<file path="config.mk">
export PLATFORM = sky130hd
export DESIGN_NAME = add_pipe_nbit
export DESIGN_NICKNAME = d
export VERILOG_FILES = /design/src/rtl/add_pipe_nbit.sv
export SDC_FILE = /design/constraint.sdc
export NUM_CORES = 1
export LEC_CHECK = 0
export BUFFER_PORTS_ARGS = -buffer_cell sky130_fd_sc_hd__buf_4
export CAP_MARGIN = 0
export CORE_AREA = 2 2 97 99
export DETAILED_ROUTE_END_ITERATION = 8
export DIE_AREA = 0 0 99 101
export MAX_ROUTING_LAYER = met4
export SETUP_SLACK_MARGIN = 0.02
export SLEW_MARGIN = 30
export SYNTH_ARGS = -nofsm -noshare
export SYNTH_HDL_FRONTEND = slang
export SYNTH_SLANG_ARGS = --single-unit
</file>
<file path="constraint.sdc">
create_clock -name clk -period 5.3 [get_ports clk]
set_clock_uncertainty 0.05 [all_clocks]
set_input_delay 1.325 -clock clk [delete_from_list [all_inputs] [get_ports clk]]
set_output_delay 1.325 -clock clk [all_outputs]
set_load 0.01 [all_outputs]
</file>
<file path="src/rtl/add_pipe_nbit.sv">
// Pipelined N-bit adder/subtractor: carry chain cut into SEG-bit slices, one register stage per slice.
// Latency S = N/SEG edges; one op per clock; whole pipe freezes when the output is held (in_ready = out_ready | ~out_valid).
module add_pipe_nbit #(
  parameter int N   = 12,
  parameter int SEG = 4
) (
  input  logic         clk,
  input  logic         rst_n,
  input  logic         in_valid,
  output logic         in_ready,
  input  logic [N-1:0] a,
  input  logic [N-1:0] b,
  input  logic         cin,
  input  logic         sub,
  output logic         out_valid,
  input  logic         out_ready,
  output logic [N-1:0] sum,
  output logic         cout,
  output logic         ovf
);

  localparam int S = N / SEG;

  logic [S-1:0] r_v;
  logic [S-1:0] r_c;
  logic         r_sub [S];
  logic [N-1:0] r_a   [S];
  logic [N-1:0] r_b   [S];
  logic [N-1:0] r_sum [S];
  logic         r_ovf;

  logic         w_adv;
  logic [S-1:0] w_src_v;
  logic [S-1:0] w_src_c;
  logic [S-1:0] w_nxt_c;
  logic         w_src_sub [S];
  logic [N-1:0] w_src_a   [S];
  logic [N-1:0] w_src_b   [S];
  logic [N-1:0] w_bx      [S];
  logic [N-1:0] w_src_sum [S];
  logic [N-1:0] w_nxt_sum [S];
  logic [SEG:0] w_slice   [S];
  logic         w_nxt_ovf;

  assign w_adv     = out_ready | ~r_v[S-1];
  assign in_ready  = w_adv;
  assign out_valid = r_v[S-1];
  assign sum       = r_sum[S-1];
  assign cout      = r_c[S-1];
  assign ovf       = r_ovf;

  // Stage k consumes slice k of its operands; stage 0 is fed straight from the ports.
  always_comb begin
    w_src_v[0]   = in_valid;
    w_src_sub[0] = sub;
    w_src_c[0]   = cin ^ sub;
    w_src_a[0]   = a;
    w_src_b[0]   = b;
    w_src_sum[0] = '0;
    for (int k = 1; k < S; k++) begin
      w_src_v[k]   = r_v[k-1];
      w_src_sub[k] = r_sub[k-1];
      w_src_c[k]   = r_c[k-1];
      w_src_a[k]   = r_a[k-1];
      w_src_b[k]   = r_b[k-1];
      w_src_sum[k] = r_sum[k-1];
    end
    for (int k = 0; k < S; k++) begin
      w_bx[k]      = w_src_b[k] ^ {N{w_src_sub[k]}};
      w_slice[k]   = {1'b0, w_src_a[k][k*SEG +: SEG]} + {1'b0, w_bx[k][k*SEG +: SEG]}
                   + {{SEG{1'b0}}, w_src_c[k]};
      w_nxt_sum[k] = w_src_sum[k];
      w_nxt_sum[k][k*SEG +: SEG] = w_slice[k][SEG-1:0];
      w_nxt_c[k]   = w_slice[k][SEG];
    end
    // Same-sign operands producing an opposite-sign result == carry-in(MSB) ^ carry-out(MSB).
    w_nxt_ovf = (w_src_a[S-1][N-1] ~^ w_bx[S-1][N-1])
              & (w_slice[S-1][SEG-1] ^ w_src_a[S-1][N-1]);
  end

  always_ff @(posedge clk or negedge rst_n) begin
    if (!rst_n) begin
      r_v   <= '0;
      r_c   <= '0;
      r_ovf <= 1'b0;
      for (int k = 0; k < S; k++) begin
        r_sub[k] <= 1'b0;
        r_a[k]   <= '0;
        r_b[k]   <= '0;
        r_sum[k] <= '0;
      end
    end else if (w_adv) begin
      r_v <= w_src_v;
      for (int k = 0; k < S; k++) begin
        if (w_src_v[k]) begin
          r_sub[k] <= w_src_sub[k];
          r_a[k]   <= w_src_a[k];
          r_b[k]   <= w_src_b[k];
          r_c[k]   <= w_nxt_c[k];
          r_sum[k] <= w_nxt_sum[k];
        end
      end
      if (w_src_v[S-1]) r_ovf <= w_nxt_ovf;
    end
  end

endmodule

</file>
# Word-level counts from Yosys, hierarchy flattened
# Index checks and enable logic that the tools add are counted.
[totals] regBits=81 in_bits=30 wordCells=32 output_inout_bits=16
[classes] n_bitwise=9 add_sub_neg=6 n_reduce_logical=3
[op_table] cell="4-bit by 4-bit adder with 5-bit output" count=3
[op_table] cell="5-bit by 1-bit adder with 5-bit output" count=3
[op_table] cell="12-bit XOR" count=1
[op_table] cell="8-bit XOR" count=1
[op_table] cell="2-bit AND reduction" count=3
[op_table] cell="4-bit XOR" count=1
[op_table] cell="1-bit XOR" count=2
[op_table] cell="1-bit AND" count=1
[op_table] cell="1-bit inverter" count=1
[op_table] cell="1-bit bitwise OR" count=1
[op_table] cell="1-bit bitwise XNOR" count=1

# Logic depth before layout (Yosys ltp)
[logic_depth] word_depth=5 depth_mapped=8 depth_no_buf=7

# Least setup slack after synthesis
# Ideal clock, no wire load.
[synth_path] path_type="input -> register" start="input sub" end="register r_c[0]" cell_stages=7 path_buffers=1 slack_ns=1.978 arrival_time_ns=3.134 setup_ns=0.138 t_required_ns=5.112 cell_sequence="clkbuf_1 -> xor2_1 -> fa_1 -> fa_1 -> a21o_1 -> a2111oi_0 -> a21oi_1"
[synth_via] elab_chain_len=3 elab_cells_between_ends=4 classes_between="add/sub (2); bitwise (2)"
[synth_lines] element="start, declared" line="14" text="input logic sub,"
[synth_lines] element="4-bit XOR" line="69" text="w_bx[k] = w_src_b[k] ^ {N{w_src_sub[k]}};"
[synth_lines] element="4-bit by 4-bit adder with 5-bit output" line="70" text="w_slice[k] = {1'b0, w_src_a[k][k*SEG +: SEG]} + {1'b0, w_bx[k][k*SEG +: SEG]}"
[synth_lines] element="5-bit by 1-bit adder with 5-bit output (*)" line="71" text="+ {{SEG{1'b0}}, w_src_c[k]};"
[synth_lines] element="end signal, assigned by index" line="99" text="r_c[k] <= w_nxt_c[k];"
[synth_lines] element="end, declared" line="25" text="logic [S-1:0] r_c;"
# Mark *: on every way between the ends. The rest lies on a longest branch, timed or not.
# A chain may end at the register's enable or synchronous reset.

# Worst setup path in the final report
[layout_path] start="input out_ready" end="output in_ready"
[layout_via] elab_chain_len=1
[layout_lines] element="start, declared" line="16" text="input logic out_ready,"
[layout_lines] element="1-bit bitwise OR" line="45" text="assign w_adv = out_ready | ~r_v[S-1];"
[layout_lines] element="end, declared" line="10" text="output logic in_ready,"
# Every way passes these cells.

==> impl_metrics.env <==
export IMPL_drv_slew=0
export IMPL_crit_required_ns=3.92
export IMPL_htreeDepth=3
export IMPL_grt_ovfl_total=0
export IMPL_area_growth_syn_to_layout_pct=18.78
export IMPL_drt_wl_total_mm=4.874
export IMPL_period_minus_slack_ns=3.377
export IMPL_port_buffers=45
export IMPL_fmax_ghz=0.2961
export IMPL_antenna_left=0
export IMPL_yosys_area_top_type="dfrtp_1"
export IMPL_wl_per_cell_um=13.43
export IMPL_grt_usage_pct=11.11
export IMPL_cts_clk_slew_worst_paths_ns=0.06
export IMPL_yosysTopAreaCellShare_pct=50.98
export IMPL_outcome="finished, final reports clean"
export IMPL_firstDrtPassIters=3
export IMPL_synth_area_leaders="dfrtp_1, mux2_2, fa_1"
export IMPL_n_antenna_cell=0
export IMPL_setup_tns_ns=0
export IMPL_crit_type="in2out"
export IMPL_hp_class="reg2reg"
export IMPL_synth_edf_count=0
export IMPL_async_reset_ff_share_pct=100.0
export IMPL_synth_cell_type_count=30
export IMPL_layout_nets=293
export IMPL_cts_hold_fix_buffers=0
export IMPL_rsz0062_at_grt="no"
export IMPL_cp_start_kind="input port"
export IMPL_cts_sinks=57
export IMPL_slew_headroom_pct=52.15
export IMPL_via_count=1646
export IMPL_cts_tree="built"
export IMPL_hold_ws_ns=0.4491
export IMPL_post_route_drc_count=0
export IMPL_synthesis_nets=257
export IMPL_cts_buffers=9
export IMPL_cap_violations=0
export IMPL_io_pin_count=46
export IMPL_crit_fanout=13
export IMPL_ctsResizeCount=0
export IMPL_power_total_w=0.001911
export IMPL_antenna_found_initial=0
export IMPL_ys_seq_elements=57
export IMPL_die_area_mm2=0.009999
export IMPL_synth_warnings=0
export IMPL_placed_cell_area_mm2=0.003128
export IMPL_root_buffer="clkbuf_8"
export IMPL_syn_area_mm2=0.002798
export IMPL_cts_buffer_depth=2
export IMPL_routabilityCongestion=0.8417
export IMPL_hold_violations=0
export IMPL_met3_usage_pct=4.092
export IMPL_hpwlAfterDp_mm=3.654
export IMPL_syn_avg_cell_area_um2=13.20
export IMPL_drive_above_1_share_pct=42.46
export IMPL_via_per_inst=4.534
export IMPL_crit_arrival_ns=2.00
export IMPL_fin_area_mm2=0.003323
export IMPL_synth_most_common_cell="dfrtp_1"
export IMPL_post_cts_repair_setup_buffers=0
export IMPL_clk_latency_ns=0.33
export IMPL_synthFlopType="dfrtp_1"
export IMPL_grt_max_degree=58
export IMPL_crit_path_end_kind="primary output"
export IMPL_die_h_um=101
export IMPL_grt_pass1_wl_mm=8.321
export IMPL_p_leak_nw=1.516
export IMPL_core_mm2=0.008977
export IMPL_synth_cells=212
export IMPL_first_iter_violations=49
export IMPL_rows=35
export IMPL_met1_usage_pct=13.67
export IMPL_power_density_mw_per_mm2=575.0
export IMPL_grt_util_met2_pct=16.32
export IMPL_ir_drop_v=0.0001533
export IMPL_ys_seq_area_share_pct=50.98
export IMPL_first_global_vias=1707
export IMPL_die_w_um=99
export IMPL_initial_core_util_pct=31.16
export IMPL_busiest_layer="met2"
export IMPL_synth_commonest_cells="dfrtp_1, mux2_2, o21ai_0, buf_4, xor2_1"
export IMPL_setup_violations=0
export IMPL_worst_slew_pin_slew_ns=0.7178
export IMPL_post_route_period_util_pct=63.72
==> stage by stage <==
stage               util (%)  cells  setup slack [ns]
finish                 37.02    363             1.923
global route           37.02    363             1.865
CTS                    37.02    363             1.917
detailed placement     34.84    348             1.916
global placement       34.84    348             1.921
floorplan                  -    212             1.978
==> state kept, by name, indices dropped and copies added, names as in the netlist <==
register	count
r_c	3
r_sum	12
r_b	12
r_v	3
r_a	12
ovf	1
sum	12
r_sub	2
==> path summary, 6_finish.rpt <==
check	startpoint	to	slack (ns)	cells past startpoint
min in group asynchronous	rst_n	r_sub[2]	1.00	1
setup / recovery	out_ready	in_ready	1.92	4
max in group asynchronous	rst_n	r_a[23]	3.73	1
setup reg to reg	r_sub[2]	r_c[1]	3.36	7
hold / removal	r_sum[12]	r_sum[12]	0.45	1
hold reg to reg	r_sum[12]	r_sum[12]	0.45	1
==> critical path, cell delays in order <==
cell and delay, ns:
buf_4 0.12, nor2b_4 0.30, inv_6 0.10, buf_4 0.16
==> metal layers <==
layer	up-vias	wire length (um)	part of all wire [%]
met4	0	75	1.5
met5	-	0	0
met3	8	239	4.9
li1	805	-	-
met2	30	2353	48
met1	803	2206	45
==> where the power goes <==
part / total, W / switching (W) / internal [W]
logic: 0.000782 / 0.000368 / 0.000414
registers: 0.000726 / 0.000111 / 0.000615
clock network: 0.000404 / 0.000165 / 0.000239
==> cell families after synthesis <==
kind of cell / count (synthesis) / share of synthesized area, %
fa+ha+maj: 15 / 8.319
buf+inv: 30 / 6.753
xor+xnor: 16 / 5.009
mux: 42 / 16.91
flops: 57 / 50.98
compound gates: 40 / 8.989
simple gates: 12 / 3.041
==> layout by cell type (no fill, tap or decap) <==
cell / instances
clkinv_2: 2
inv_1: 9
inv_6: 1
dfrtp_1: 57
buf_4: 45
a21oi_1: 7
o41ai_2: 1
a21boi_0: 4
nand2_1: 1
mux2_2: 42
nor2b_1: 1
clkbuf_1: 1
a2111oi_0: 2
ha_1: 9
and3b_1: 1
and3_1: 1
nor3_1: 1
clkbuf_8: 11
o21ai_0: 18
xnor2_1: 3
a21o_1: 3
nand3_1: 2
nand2_2: 2
bufinv_16: 1
nor2b_4: 1
fa_1: 6
nand3b_1: 1
xor2_1: 13
o31ai_1: 2
a211oi_1: 2
a311o_1: 1
nand2_4: 1
==> final cells by class <==
class	count	area, um^2
inverter	10	42.54
multi-input combinational	125	1182
clock inverter	3	40.04
fill	893	5654
clock buffer	12	155.1
sequential	57	1426
tap	111	138.9
timing repair buffer	45	337.8
Power figures use the tool's default switching activity.
